<file path="src/rtl/fb_pkg.sv">
// Shared definitions for the frame-delay RAM port arbiter: default geometry,
// FSM state encoding and a saturating counter helper.
package fb_pkg;

    localparam int          FB_ADDR_W     = 19;
    localparam int          FB_DATA_W     = 24;
    localparam int          FB_IMG_TOTAL  = 800 * 600;
    localparam logic [15:0] FB_STARVE_LIM = 16'd4096;

    typedef enum logic [1:0] {
        WAIT_VS = 2'd0,
        FILL    = 2'd1,
        LIVE    = 2'd2
    } fb_state_e;

    function automatic logic [15:0] sat_inc16(input logic [15:0] v);
        return (v == 16'hFFFF) ? v : (v + 16'd1);
    endfunction

endpackage

</file>
<file path="src/rtl/fb_stream_addr_gen.sv">
// Stream-side address generator: vsync edge detect, effective write address,
// wrap at the end of a frame and last-pixel flag.
module fb_stream_addr_gen
    import fb_pkg::*;
#(
    parameter int ADDR_W    = FB_ADDR_W,
    parameter int IMG_TOTAL = FB_IMG_TOTAL
) (
    input  logic              clk,
    input  logic              rst_n,
    input  logic              vsync_i,
    input  logic              accept_i,
    output logic              vs_rise_o,
    output logic [ADDR_W-1:0] eff_addr_o,
    output logic              last_pix_o,
    output logic [ADDR_W-1:0] addr_o
);

    logic              vsync_q;
    logic [ADDR_W-1:0] addr_q;
    logic [ADDR_W-1:0] addr_d;

    assign vs_rise_o = vsync_i & ~vsync_q;
    assign addr_o    = addr_q;

    // A vsync edge restarts the frame even for a pixel arriving in that same cycle.
    always_comb begin
        eff_addr_o = vs_rise_o ? {ADDR_W{1'b0}} : addr_q;
        last_pix_o = (eff_addr_o == ADDR_W'(IMG_TOTAL - 1));
    end

    // Next stream address: advance on accepted pixel, wrap after the last one.
    always_comb begin
        addr_d = addr_q;
        if (accept_i) begin
            addr_d = last_pix_o ? {ADDR_W{1'b0}} : (eff_addr_o + ADDR_W'(1));
        end else if (vs_rise_o) begin
            addr_d = {ADDR_W{1'b0}};
        end else begin
            addr_d = addr_q;
        end
    end

    // Edge-detect and address registers.
    always_ff @(posedge clk) begin
        if (!rst_n) begin
            vsync_q <= 1'b0;
            addr_q  <= {ADDR_W{1'b0}};
        end else begin
            vsync_q <= vsync_i;
            addr_q  <= addr_d;
        end
    end

endmodule

</file>
<file path="src/rtl/fb_port_arbiter.sv">
// Owns the single-port read-first frame-delay RAM: pixel stream has absolute
// priority, host accesses fill idle cycles; also tracks fill and short frames.
module fb_port_arbiter
    import fb_pkg::*;
#(
    parameter int          ADDR_W     = FB_ADDR_W,
    parameter int          DATA_W     = FB_DATA_W,
    parameter int          IMG_TOTAL  = FB_IMG_TOTAL,
    parameter logic [15:0] STARVE_LIM = FB_STARVE_LIM
) (
    input  logic              clk,
    input  logic              rst_n,
    input  logic              per_frame_vsync,
    input  logic              per_frame_clken,
    input  logic [DATA_W-1:0] per_img_24bit,
    output logic [DATA_W-1:0] stream_old,
    output logic              stream_old_valid,
    output logic              frame_ready,
    output logic              frame_short,
    input  logic              host_req,
    input  logic              host_we,
    input  logic [ADDR_W-1:0] host_addr,
    input  logic [DATA_W-1:0] host_wdata,
    output logic              host_gnt,
    output logic              host_rvalid,
    output logic [DATA_W-1:0] host_rdata,
    output logic              host_starve,
    output logic              ram_en,
    output logic              ram_we,
    output logic [ADDR_W-1:0] ram_addr,
    output logic [DATA_W-1:0] ram_din,
    input  logic [DATA_W-1:0] ram_dout
);

    fb_state_e         state_q;
    logic              frame_ready_q;
    logic              frame_short_q;
    logic              stream_old_valid_q;
    logic              host_gnt_q;
    logic              host_rvalid_q;
    logic              host_starve_q;
    logic              host_starve_d;
    logic [DATA_W-1:0] stream_old_hold_q;
    logic [DATA_W-1:0] host_rdata_hold_q;
    logic [15:0]       wait_q;
    logic [15:0]       wait_d;

    logic              vs_rise_s;
    logic              last_pix_s;
    logic              accept_s;
    logic              gnt_s;
    logic [ADDR_W-1:0] eff_addr_s;
    logic [ADDR_W-1:0] addr_s;

    fb_stream_addr_gen #(
        .ADDR_W    (ADDR_W),
        .IMG_TOTAL (IMG_TOTAL)
    ) u_addr_gen (
        .clk        (clk),
        .rst_n      (rst_n),
        .vsync_i    (per_frame_vsync),
        .accept_i   (accept_s),
        .vs_rise_o  (vs_rise_s),
        .eff_addr_o (eff_addr_s),
        .last_pix_o (last_pix_s),
        .addr_o     (addr_s)
    );

    // The WAIT_VS -> FILL edge itself already accepts a pixel at address 0.
    assign accept_s = rst_n & per_frame_clken & ((state_q != WAIT_VS) | vs_rise_s);
    assign gnt_s    = rst_n & host_req & ~host_gnt_q & ~per_frame_clken;

    assign host_gnt         = gnt_s;
    assign stream_old_valid = stream_old_valid_q;
    assign host_rvalid      = host_rvalid_q;
    assign frame_ready      = frame_ready_q;
    assign frame_short      = frame_short_q;
    assign host_starve      = host_starve_q;

    // RAM data is only live for the cycle after the access; hold it otherwise.
    assign stream_old = stream_old_valid_q ? ram_dout : stream_old_hold_q;
    assign host_rdata = host_rvalid_q      ? ram_dout : host_rdata_hold_q;

    // RAM port mux: stream first, host only in a pixel-free cycle.
    always_comb begin
        ram_en   = 1'b0;
        ram_we   = 1'b0;
        ram_addr = {ADDR_W{1'b0}};
        ram_din  = {DATA_W{1'b0}};
        if (accept_s) begin
            ram_en   = 1'b1;
            ram_we   = 1'b1;
            ram_addr = eff_addr_s;
            ram_din  = per_img_24bit;
        end else if (gnt_s) begin
            ram_en   = 1'b1;
            ram_we   = host_we;
            ram_addr = host_addr;
            ram_din  = host_wdata;
        end else begin
            ram_en   = 1'b0;
            ram_we   = 1'b0;
        end
    end

    // Host wait counter and sticky starvation flag.
    always_comb begin
        wait_d = wait_q;
        if (gnt_s) begin
            wait_d = 16'd0;
        end else if (host_req) begin
            wait_d = sat_inc16(wait_q);
        end else begin
            wait_d = wait_q;
        end
        host_starve_d = host_starve_q | (wait_d > STARVE_LIM);
    end

    // Frame bookkeeping FSM with registered ready/short flags.
    always_ff @(posedge clk) begin
        if (!rst_n) begin
            state_q       <= WAIT_VS;
            frame_ready_q <= 1'b0;
            frame_short_q <= 1'b0;
        end else begin
            case (state_q)
                WAIT_VS: begin
                    if (vs_rise_s) begin
                        state_q <= FILL;
                    end
                end
                FILL: begin
                    if (accept_s && last_pix_s) begin
                        state_q       <= LIVE;
                        frame_ready_q <= 1'b1;
                    end else if (vs_rise_s) begin
                        frame_short_q <= 1'b1;
                    end
                end
                LIVE: begin
                    if (vs_rise_s && (addr_s != {ADDR_W{1'b0}})) begin
                        frame_short_q <= 1'b1;
                    end
                end
                default: begin
                    state_q <= WAIT_VS;
                end
            endcase
        end
    end

    // Return-path valids, data holds and arbitration state.
    always_ff @(posedge clk) begin
        if (!rst_n) begin
            stream_old_valid_q <= 1'b0;
            host_gnt_q         <= 1'b0;
            host_rvalid_q      <= 1'b0;
            host_starve_q      <= 1'b0;
            stream_old_hold_q  <= {DATA_W{1'b0}};
            host_rdata_hold_q  <= {DATA_W{1'b0}};
            wait_q             <= 16'd0;
        end else begin
            stream_old_valid_q <= accept_s;
            host_gnt_q         <= gnt_s;
            host_rvalid_q      <= gnt_s & ~host_we;
            host_starve_q      <= host_starve_d;
            wait_q             <= wait_d;
            if (stream_old_valid_q) begin
                stream_old_hold_q <= ram_dout;
            end
            if (host_rvalid_q) begin
                host_rdata_hold_q <= ram_dout;
            end
        end
    end

endmodule

</file>
<file path="config.mk">
export PLATFORM = sky130hd
export DESIGN_NAME = fb_port_arbiter
export DESIGN_NICKNAME = d
export VERILOG_FILES = /design/src/rtl/fb_pkg.sv /design/src/rtl/fb_stream_addr_gen.sv /design/src/rtl/fb_port_arbiter.sv
export SDC_FILE = /design/constraint.sdc
export NUM_CORES = 1
export LEC_CHECK = 0
export ABC_CLOCK_PERIOD_IN_PS = 3700
export BUFFER_PORTS_ARGS = -buffer_cell sky130_fd_sc_hd__clkbuf_2
export CAP_MARGIN = 25
export CORE_MARGIN = 1.5
export CORE_UTILIZATION = 40
export DETAILED_ROUTE_END_ITERATION = 8
export PLACE_DENSITY = 0.68
export SETUP_SLACK_MARGIN = 0.15
export SYNTH_ARGS = -nofsm -noshare
export SYNTH_HDL_FRONTEND = slang
export SYNTH_HIERARCHICAL = 1
export SYNTH_SLANG_ARGS = --single-unit
</file>
<file path="constraint.sdc">
create_clock -name clk -period 3.7 [get_ports clk]
set_input_delay 0.185 -clock clk [delete_from_list [all_inputs] [get_ports clk]]
set_output_delay 0.185 -clock clk [all_outputs]
set_load 0.01 [all_outputs]
</file>
==> results.md, run 1 <==
- Status: finished clean
- Num CTS Buffers: 9
- Die ar.: 12800 µm²
- Worst R2R Setup Slack: 1.15 ns
- Worst Max-Slew Pin Slew: 0.596 ns
- RSZ-0062 raised after global routing: no
- Core ar.: 11600 µm²
- Worst reg2reg path depth: 8
- Final std cells w/o fill: 850
- Worst setup EP type: primary output
- Global-route wire length before repair: 20200 µm
- Sink Count: 92
- Area Growth Syn to Fin: 29.8%
- GPL Wtd Cong: 0.896
- ANT cells: 0
- Worst clock skew: 0.00451 ns
- Row Count: 39
- Gr ovfl total: 0
- Hold Path Cell Cnt: 2
- Async S/R FF share, synth: 0%
- Most common cell after layout, fill and taps aside: clkbuf_2
- Synth area leader: dfxtp_1
- Synth Cell Area: 4840 µm²
- Largest net degree at the start of global routing: 56
- Gr usage total: 19.6%
- Vias in the first global route: 4316
- Initial Utilization: 41.7%
- I/O Buffers: 195
- Initial antenna violation count: 0
- MaxCap Viol Count: 0
- Setup violations, final: 0
- Layout cells sized above 1: 40.3%
- VDD IR-drop max: 0.000191 V
- Type of the most critical hold path: primary input to register
- IO Pins: 196
- Nets: 801
- Worst-path clk slew: 0.07 ns
- Worst setup SP type: register
- Top_reg_cell synth: dfxtp_1
- Most frequent cells in the layout: clkbuf_2, dfxtp_1, and2_1
- Post-synth top area share: 38.1%
- Root Buffer: clkbuf_16
- ANT nets after route: 0
- Final Hold Viols: 0
- Cell Area, Placed: 5940 µm²
- Kind of critical path: register to primary output
- Final wirelength: 12600 µm
- Netlist cell types: 58
- DPL Wire Length: 9700 µm
- Yosys reg bits: 92
- Crit Reg-Reg Startpoint: u_addr_gen/vsync_q$_SDFF_PN0_
- Peak Freq: 0.381 GHz
- Critical Path AT: 2.44 ns
- Die Span X: 113 µm
- Ranking of synthesized cells by area: dfxtp_1, mux2_2, and2_1, a22o_1, xnor2_1
- Seq/Total Area, Yosys: 38.1%
- Die height: 113 µm
- Mean Syn Cell Area: 9.29 µm²
- EDFF count, synth: 0
- Residual DRC: 0
- Pwr per Cell Area: 369 nW/µm²
- Worst slew margin relative to its limit: 60.3%
- Worst path required time: 3.51 ns
- Post-layout min period: 2.62 ns
- Worst Hold Path EP: u_addr_gen/vsync_q$_SDFF_PN0_
- Setup_tns: 0 ns
- Initial DRT Pass Iterations: 5
- Synth Instances: 521
- Worst r2r dst: u_addr_gen/addr_o[17]$_SDFF_PN0_
- Placed Cells: 833
- H-tree depth: 3
- Dpl ws: 1.17 ns
- Hold_sp: per_frame_vsync
- Via count: 4558
- Clk_lat worst skew: 0.34 ns
- Initial DRC Count: 339
- WL per Instance: 14.8 µm
- Post-CTS setup buffer count: 0
- Synth warn: 6
- CTS tree: yes
- Crit path max fanout: 35
- Design Area, Final: 6280 µm²
- Lkg Pwr: 2.88 nW
- CTS resizes: 0
- Number of fill cells: 1093
- Crit share post-route: 70.9%
- Bufs on Longest Clock Path: 2
- Mapped Nets: 620
- Post-DR vias/cell: 5.36
- Slew Viols, Final: 0
- Final Worst Setup Slack: 1.08 ns
## sequential cells by signal (all words and copies together), names as in the netlist
name / count
state_q: 2
stream_old_valid: 1
u_addr_gen/vsync_q: 1
host_starve: 1
host_gnt_q: 1
wait_q: 16
u_addr_gen/addr_o: 19
host_rvalid: 1
host_rdata_hold_q: 24
frame_short: 1
stream_old_hold_q: 24
frame_ready: 1
## synthesized netlist by cell type, types with 3 or more instances
library cell and number:
dfxtp_1 92, and2_1 65, mux2_2 48, a22o_1 43, nor2_1 41, nand2_1 27, clkbuf_1 20, xnor2_1 18
inv_1 13, nand3_1 13, nor3_1 13, nand4_1 11, nor4_1 11, a21oi_1 9, xor2_1 9, o21ai_0 6
buf_1 5, nand2b_1 5, and4_1 4, buf_2 4, and3_1 3, and3_2 3, mux2i_1 3, nor3_2 3
o21a_1 3, o31ai_1 3
## where the power goes
part | switching (W) | total [W] | internal [W]
sequential | 0.0000138 | 0.00103 | 0.00101
combinational | 0.000143 | 0.000283 | 0.000140
clock | 0.000394 | 0.00101 | 0.000617
total | 0.000551 | 0.00232 | 0.00177
## logic make-up after synthesis
kind of cell	share of synthesized area (%)
compound gates	12.9
xor+xnor	4.89
fa+ha+maj	0.517
buf+inv	4.16
flops	38.1
mux	11.8
simple gates	27.6
## cell type report
type                       instances  area, µm²  share of cell area [%]
clock buffer                      10        239                    3.80
timing repair buffer             202       1070                    17.0
multi-input combinational        383       2800                    44.5
tap                              143        179                    2.85
clock inverter                     6       95.1                    1.51
inverter                          14       60.1                   0.956
sequential                        92       1840                    29.3
## worst max-delay path, cell delays in order, from the launching register on
cell and delay [ns]:
dfxtp_1 0.30, nand2b_1 0.48, inv_8 0.07, o311a_2 0.51
buf_4 0.30, a22o_1 0.29, clkbuf_2 0.13
## layer usage
layer / up-vias / track usage (%) / share of wire [%]
met5: - / 0 / 0
met4: 0 / 6.33 / 1.6
met3: 16 / 5.36 / 7.5
met2: 219 / 34.3 / 49
met1: 2086 / 23.3 / 42
li1: 2237 / - / -
## how the worst max path moves through the flow
stage	startpoint	endpoint	slack [ns]	cells past startpoint
after global placement	u_addr_gen/vsync_q$_SDFF_PN0_	u_addr_gen/addr_o[17]$_SDFF_PN0_	1.29	8
after global routing	u_addr_gen/vsync_q$_SDFF_PN0_	ram_din[8]	0.94	6
after CTS	u_addr_gen/vsync_q$_SDFF_PN0_	ram_din[2]	1.08	6
final	u_addr_gen/vsync_q$_SDFF_PN0_	ram_din[2]	1.08	6
after detailed placement	u_addr_gen/vsync_q$_SDFF_PN0_	u_addr_gen/addr_o[17]$_SDFF_PN0_	1.17	8
after floorplan	u_addr_gen/vsync_q$_SDFF_PN0_	u_addr_gen/addr_o[17]$_SDFF_PN0_	1.08	11
## through the flow
step | util [%] | total power (W) | hold WS [ns]
CTS | 54.1 | 0.00235 | 0.0511
floorplan | - | 0.00120 | 0.257
finish | 54.1 | 0.00232 | 0.0615
global route | 54.1 | 0.00242 | 0.0632
global placement | 50.7 | 0.00132 | 0.368
detailed placement | 51.1 | 0.00133 | 0.368
## repair_timing
item,in CTS,in global routing
setup endpoints to repair,0,0
hold endpoints to repair,1,0
hold buffers,1,0
Power figures use the tool's default switching activity.
==> run 2: changes to the inputs <==
--- a/config.mk
+++ b/config.mk
@@ -5,13 +5,14 @@
 export SDC_FILE = /design/constraint.sdc
 export NUM_CORES = 1
 export LEC_CHECK = 0
-export ABC_CLOCK_PERIOD_IN_PS = 3700
+export ABC_AREA = 1
+export ABC_CLOCK_PERIOD_IN_PS = 2400
 export BUFFER_PORTS_ARGS = -buffer_cell sky130_fd_sc_hd__clkbuf_2
 export CAP_MARGIN = 25
 export CORE_MARGIN = 1.5
 export CORE_UTILIZATION = 40
 export DETAILED_ROUTE_END_ITERATION = 8
-export PLACE_DENSITY = 0.68
+export PLACE_DENSITY = 0.7
 export SETUP_SLACK_MARGIN = 0.15
 export SYNTH_ARGS = -nofsm -noshare
 export SYNTH_HDL_FRONTEND = slang
==> constraint.sdc (replaced) <==
create_clock -name clk -period 2.4 [get_ports clk]
set_input_delay 0.12 -clock clk [delete_from_list [all_inputs] [get_ports clk]]
set_output_delay 0.12 -clock clk [all_outputs]
set_load 0.01 [all_outputs]
==> run 2 against run 1 <==
  * Global-route usage up 0.62 points
  * Clock power up 38%
  * Clock skew down 0.00053 ns
  * Cell area up 4.2%
  * Worst hold slack worse by 0.035 ns
  * Synthesized cell count up 58%
  * Cell count up 39%
  * Critical path type unchanged
  * Largest cell class unchanged
  * Largest power group unchanged
  * Highest routed layer unchanged
==> results.md, run 2 <==
- Status: finished clean
- Sink Count: 92
- Crit Reg-Reg Startpoint: wait_q[0]$_SDFF_PN0_
- Most numerous cell in the Yosys netlist: nand2_1
- H-tree depth: 3
- Initial antenna violation count: 0
- Worst clock skew: 0.00398 ns
- Die ar.: 13400 µm²
- Global-route wire length before repair: 21700 µm
- WL per Instance: 12.0 µm
- Commonest cells in the netlist: nand2_1, dfxtp_1, nor2_1
- Largest delay share family, worst path: buffers and inverters
- RSZ-0062 raised after global routing: no
- Layout cells sized above 1: 26.3%
- Synth area leader: dfxtp_1
- VDD IR-drop max: 0.000391 V
- ANT cells: 0
- Largest net degree at the start of global routing: 54
- Worst setup path start: u_addr_gen/vsync_q$_SDFF_PN0_
- EDFF count, synth: 0
- Pwr per Cell Area: 536 nW/µm²
- Mean Syn Cell Area: 6.21 µm²
- Synth Instances: 822
- Register area: 1840 µm²
- Type of the most critical hold path: primary input to register
- I/O Buffers: 195
- Worst setup EP type: primary output
- Gr ovfl total: 0
- Kind of critical path: register to primary output
- Vias in the first global route: 4598
- Multi-input logic area: 2870 µm²
- Worst Max-Slew Pin Slew: 0.798 ns
- ANT nets after route: 0
- CTS tree: yes
- Worst-path clk slew: 0.06 ns
- WP buf/inv: 4
- Lkg Pwr: 3.47 nW
- Worst-path cell chain: nor2_4 -> nor3_1 -> nor2_4 -> buf_6 -> buf_6 -> inv_1 -> nand2_1 -> clkbuf_2
- Post-CTS setup buffer count: 0
- Nets: 1104
- Critical Path AT: 1.90 ns
- Post-synth top area share: 36.1%
- Final wirelength: 14200 µm
- Peak Freq: 0.495 GHz
- Netlist cell types: 37
- Clk_lat worst skew: 0.34 ns
- Slowest cell on crit path: dfxtp_1
- Seq/Total Area, Yosys: 36.1%
- GPL Wtd Cong: 0.877
- IO Pins: 196
- Via count: 5599
- Die height: 116 µm
- Gr usage total: 20.2%
- Core ar.: 12500 µm²
- Number of fill cells: 1279
- Num CTS Buffers: 9
- Final Hold Viols: 0
- Most frequent cells in the layout: nand2_1, clkbuf_2, dfxtp_1
- Worst slew margin relative to its limit: 46.7%
- Top_reg_cell synth: dfxtp_1
- DPL Wire Length: 10600 µm
- Placed Cells: 1165
- Slew Viols, Final: 0
- Worst setup SP type: register
- Post-layout min period: 2.02 ns
- Crit path max fanout: 34
- Root Buffer: clkbuf_16
- Synth Cell Area: 5100 µm²
- Crit share post-route: 84.2%
- Hold_sp: per_frame_vsync
- Max incr delay on CP: 0.33 ns
- Area Growth Syn to Fin: 28.4%
- Cell Area, Placed: 6220 µm²
- Setup violations, final: 0
- Yosys reg bits: 92
- Residual DRC: 0
- Post-DR vias/cell: 4.74
- Synth warn: 6
- MaxCap Viol Count: 0
- Worst path required time: 2.28 ns
- Initial Utilization: 40.8%
- Setup_tns: 0 ns
- Initial DRC Count: 321
- Async S/R FF share, synth: 0%
- Row Count: 41
- Ranking of synthesized cells by area: dfxtp_1, nand2_1, a21oi_1, nor2_1, nand3_1
- Final std cells w/o fill: 1182
- Initial DRT Pass Iterations: 5
- Most common cell after layout, fill and taps aside: nand2_1
- Die Span X: 116 µm
- Mapped Nets: 921
- Design Area, Final: 6550 µm²
- Bufs on Longest Clock Path: 2
[run 2: path summary, 6_finish.rpt]
path,end,slack [ns],depth (start not counted)
worst max-delay path,ram_we,0.38,8
worst min-delay path,u_addr_gen/vsync_q$_SDFF_PN0_,0.03,3
worst max register to register,host_starve$_SDFF_PN0_,0.43,14
worst min register to register,frame_ready$_SDFFE_PN0P_,0.46,2
[run 2: cell type report]
type,instances,area share [%]
clock inverter,5,0.688
multi-input combinational,633,43.8
tap,172,3.29
timing repair buffer,207,16.6
sequential,92,28.1
clock buffer,11,3.86
inverter,62,3.59
[run 2: per-layer routing]
layer,vias to the layer above,track usage (%),routed length (µm)
met3,15,4.65,1010
met4,0,6.34,213
li1,2945,-,-
met5,-,0,0
met1,2445,27.4,6620
met2,194,31.9,6350
[run 2: power breakdown]
part           switching, W  leakage (nW)  internal, W
Sequential        0.0000323         0.748      0.00157
Clock              0.000618         0.144     0.000771
Combinational      0.000305          2.58     0.000208
Total              0.000956          3.47      0.00255
[run 2: kinds of logic after synthesis]
group	share of synthesized area, %
compound gates	7.28
xor+xnor	1.89
fa+ha+maj	0.490
buf+inv	7.95
flops	36.1
simple gates	46.3
[run 2: what timing repair did]
| action | 4_1_cts | 5_1_grt |
|---|---|---|
| hold buffers | 1 | 0 |
| endpoints found under the hold margin | 1 | 0 |
| endpoints found under the setup margin | 19 | 20 |
| resized for setup | 1 | 3 |
[run 2: metrics by stage]
stage,worst slack (ns),utilization (%),power (W),hold WS (ns)
after detailed placement,0.364,49.7,0.00215,0.305
final,0.378,52.3,0.00351,0.0267
after global placement,0.369,49.7,0.00215,0.308
after floorplan,0.195,-,0.00192,0.192
after CTS,0.157,52.2,0.00355,0.0179
after global routing,0.204,52.3,0.00368,0.0367
[run 2: worst register-to-register path, cell delays in order (launching register included)]
cell	delay, ns
dfxtp_1	0.42
ha_1	0.32
inv_1	0.08
nor2_2	0.14
nand2_2	0.10
nor2_4	0.10
nand2_2	0.07
nand2_2	0.06
nand2_1	0.05
nand3_1	0.09
nand3_1	0.11
nor2_1	0.12
nand3_1	0.10
nand2_1	0.07
nand2_1	0.04
==> run 3: changes to the inputs <==
--- a/config.mk
+++ b/config.mk
@@ -6,13 +6,13 @@
 export NUM_CORES = 1
 export LEC_CHECK = 0
 export ABC_AREA = 1
-export ABC_CLOCK_PERIOD_IN_PS = 2400
+export ABC_CLOCK_PERIOD_IN_PS = 1900
 export BUFFER_PORTS_ARGS = -buffer_cell sky130_fd_sc_hd__clkbuf_2
 export CAP_MARGIN = 25
 export CORE_MARGIN = 1.5
 export CORE_UTILIZATION = 40
 export DETAILED_ROUTE_END_ITERATION = 8
-export PLACE_DENSITY = 0.7
+export PLACE_DENSITY = 0.67
 export SETUP_SLACK_MARGIN = 0.15
 export SYNTH_ARGS = -nofsm -noshare
 export SYNTH_HDL_FRONTEND = slang
==> constraint.sdc (replaced) <==
create_clock -name clk -period 1.9 [get_ports clk]
set_input_delay 0.095 -clock clk [delete_from_list [all_inputs] [get_ports clk]]
set_output_delay 0.095 -clock clk [all_outputs]
set_load 0.01 [all_outputs]
==> run 3 against run 2 <==
  * Die area unchanged
  * First-iteration DRC count increased by 23%
  * Clock-buffer cell count decreased by 2
  * Combinational power increased by 54%
  * Cell count increased by 2.5%
  * Setup slack got worse by 0.32 ns
  * Worst hold slack got worse by 0.018 ns
  * Critical path depth increased by 3
  * Non-clock buffer count increased by 30
  * Core utilization increased by 5.9 points
  * Critical path type is now register to register
  * Highest routed layer unchanged
==> results.md, run 3 (synthesized netlist as in run 2, its figures left out) <==
- Worst setup path start: u_addr_gen/vsync_q$_SDFF_PN0_
- Core ar.: 12500 µm²
- Residual DRC: 0
- Die Span X: 116 µm
- Cell Area, Placed: 6350 µm²
- Slew Viols, Final: 0
- Hold_sp: ram_dout[3]
- Design Area, Final: 7290 µm²
- Sink Count: 92
- Kind of critical path: register to register
- Final wirelength: 15800 µm
- Number of fill cells: 1204
- Final Worst Setup Slack: 0.0588 ns
- Post-DR vias/cell: 4.76
- Gr ovfl total: 0
- Worst r2r dst: frame_short$_SDFFE_PN0P_
- Dpl ws: 0.112 ns
- DPL Wire Length: 10800 µm
- Worst setup SP type: register
- Initial DRT Pass Iterations: 5
- Placed Cells: 1177
- Hold Path Cell Cnt: 3
- VDD IR-drop max: 0.000352 V
- Type of the most critical hold path: primary input to register
- Most common cell after layout, fill and taps aside: nand2_1
- Setup violations, final: 0
- Worst reg2reg path depth: 11
- WL per Instance: 13.0 µm
- ANT cells: 0
- IO Pins: 196
- Initial Utilization: 40.8%
- I/O Buffers: 195
- ANT nets after route: 0
- Gr usage total: 21.7%
- Worst-path clk slew: 0.06 ns
- RSZ-0062 raised after global routing: yes
- Root Buffer: clkbuf_16
- Post-layout min period: 1.84 ns
- Die ar.: 13400 µm²
- Worst slew margin relative to its limit: 73.9%
- Via count: 5767
- Bufs on Longest Clock Path: 2
- Initial DRC Count: 396
- Worst path required time: 2.15 ns
- Worst R2R Setup Slack: 0.06 ns
- Worst Max-Slew Pin Slew: 0.391 ns
- Global-route wire length before repair: 23100 µm
- Tot Pwr: 0.00464 W
- Clk_lat worst skew: 0.35 ns
- CTS tree: yes
- Crit path max fanout: 5
- Num CTS Buffers: 9
- Vias in the first global route: 4840
- MaxCap Viol Count: 0
- Crit share post-route: 96.9%
- Critical Path AT: 2.09 ns
- Worst clock skew: 0.0101 ns
- H-tree depth: 3
- Final Hold Viols: 0
- GPL Wtd Cong: 0.864
- Area Growth Syn to Fin: 42.9%
- Worst setup EP type: register
- Largest net degree at the start of global routing: 61
- Initial antenna violation count: 0
- Status: finished clean
- Worst Hold Path EP: host_rdata_hold_q[3]$_SDFF_PN0_
- Row Count: 41
- Final std cells w/o fill: 1212
- Die height: 116 µm
- Peak Freq: 0.543 GHz
- Crit Reg-Reg Startpoint: u_addr_gen/vsync_q$_SDFF_PN0_
- Most frequent cells in the layout: nand2_1, clkbuf_2, dfxtp_1
- Pwr per Cell Area: 636 nW/µm²
- Nets: 1135
- Lkg Pwr: 3.87 nW
- Fin util: 58.2%
- Layout cells sized above 1: 35.2%
## run 3: through the flow
| stage | TNS [ns] | hold WS [ns] |
|---|---|---|
| floorplan | -0.274 | 0.167 |
| global placement | 0 | 0.274 |
| detailed placement | 0 | 0.276 |
| CTS | 0 | 0.00000472 |
| global route | -0.0129 | 0.00710 |
| finish | 0 | 0.00854 |
## run 3: timing repair
action / CTS / global route
cloned: 3 / 3
hold buffers: 3 / 0
endpoints found under the setup margin: 47 / 58
setup buffers: 5 / 6
endpoints found under the hold margin: 3 / 0
pin swaps: 5 / 27
gates resized for setup: 7 / 125
## run 3: power by group
part / internal, W / leakage [nW] / switching (W)
Clock: 0.00102 / 0.139 / 0.000791
Combinational: 0.000340 / 2.98 / 0.000449
Sequential: 0.00199 / 0.752 / 0.0000412
## run 3: critical path: stages, from the launching register on
cell and delay, ns:
dfxtp_2 0.35, nor2_4 0.07, buf_4 0.15, nor2_2 0.16, nand3_1 0.13, nor2_1 0.27, nand2_1 0.16, inv_1 0.10
nand2_1 0.06, nand2_1 0.07, a21oi_1 0.07, o21a_1 0.16
## run 3: cell type report
| class | instances | area (µm²) | share of cell area [%] |
|---|---|---|---|
| well taps | 172 | 215 | 2.95 |
| clock inverters | 6 | 71.3 | 0.978 |
| repair buffers | 237 | 1500 | 20.6 |
| multi-input cells | 634 | 3180 | 43.6 |
| clock buffers | 9 | 225 | 3.09 |
| inverters | 62 | 238 | 3.26 |
| flip-flops and latches | 92 | 1860 | 25.5 |
## run 3: how the worst max path moves through the flow
stage	end	slack, ns	cells past startpoint
2_1_floorplan	u_addr_gen/addr_o[17]$_SDFF_PN0_	-0.06	16
3_3_place_gp	host_starve$_SDFF_PN0_	0.15	12
3_5_place_dp	host_starve$_SDFF_PN0_	0.11	12
4_1_cts	frame_short$_SDFFE_PN0P_	0.15	13
5_1_grt	frame_short$_SDFFE_PN0P_	-0.01	11
6_report	frame_short$_SDFFE_PN0P_	0.06	11
## run 3: metal layers
layer  GRT usage [%]  part of all wire [%]
met4            6.42                   1.5
met3            5.07                   7.2
met2            33.6                    45
met1            30.1                    46
met5               0                     0
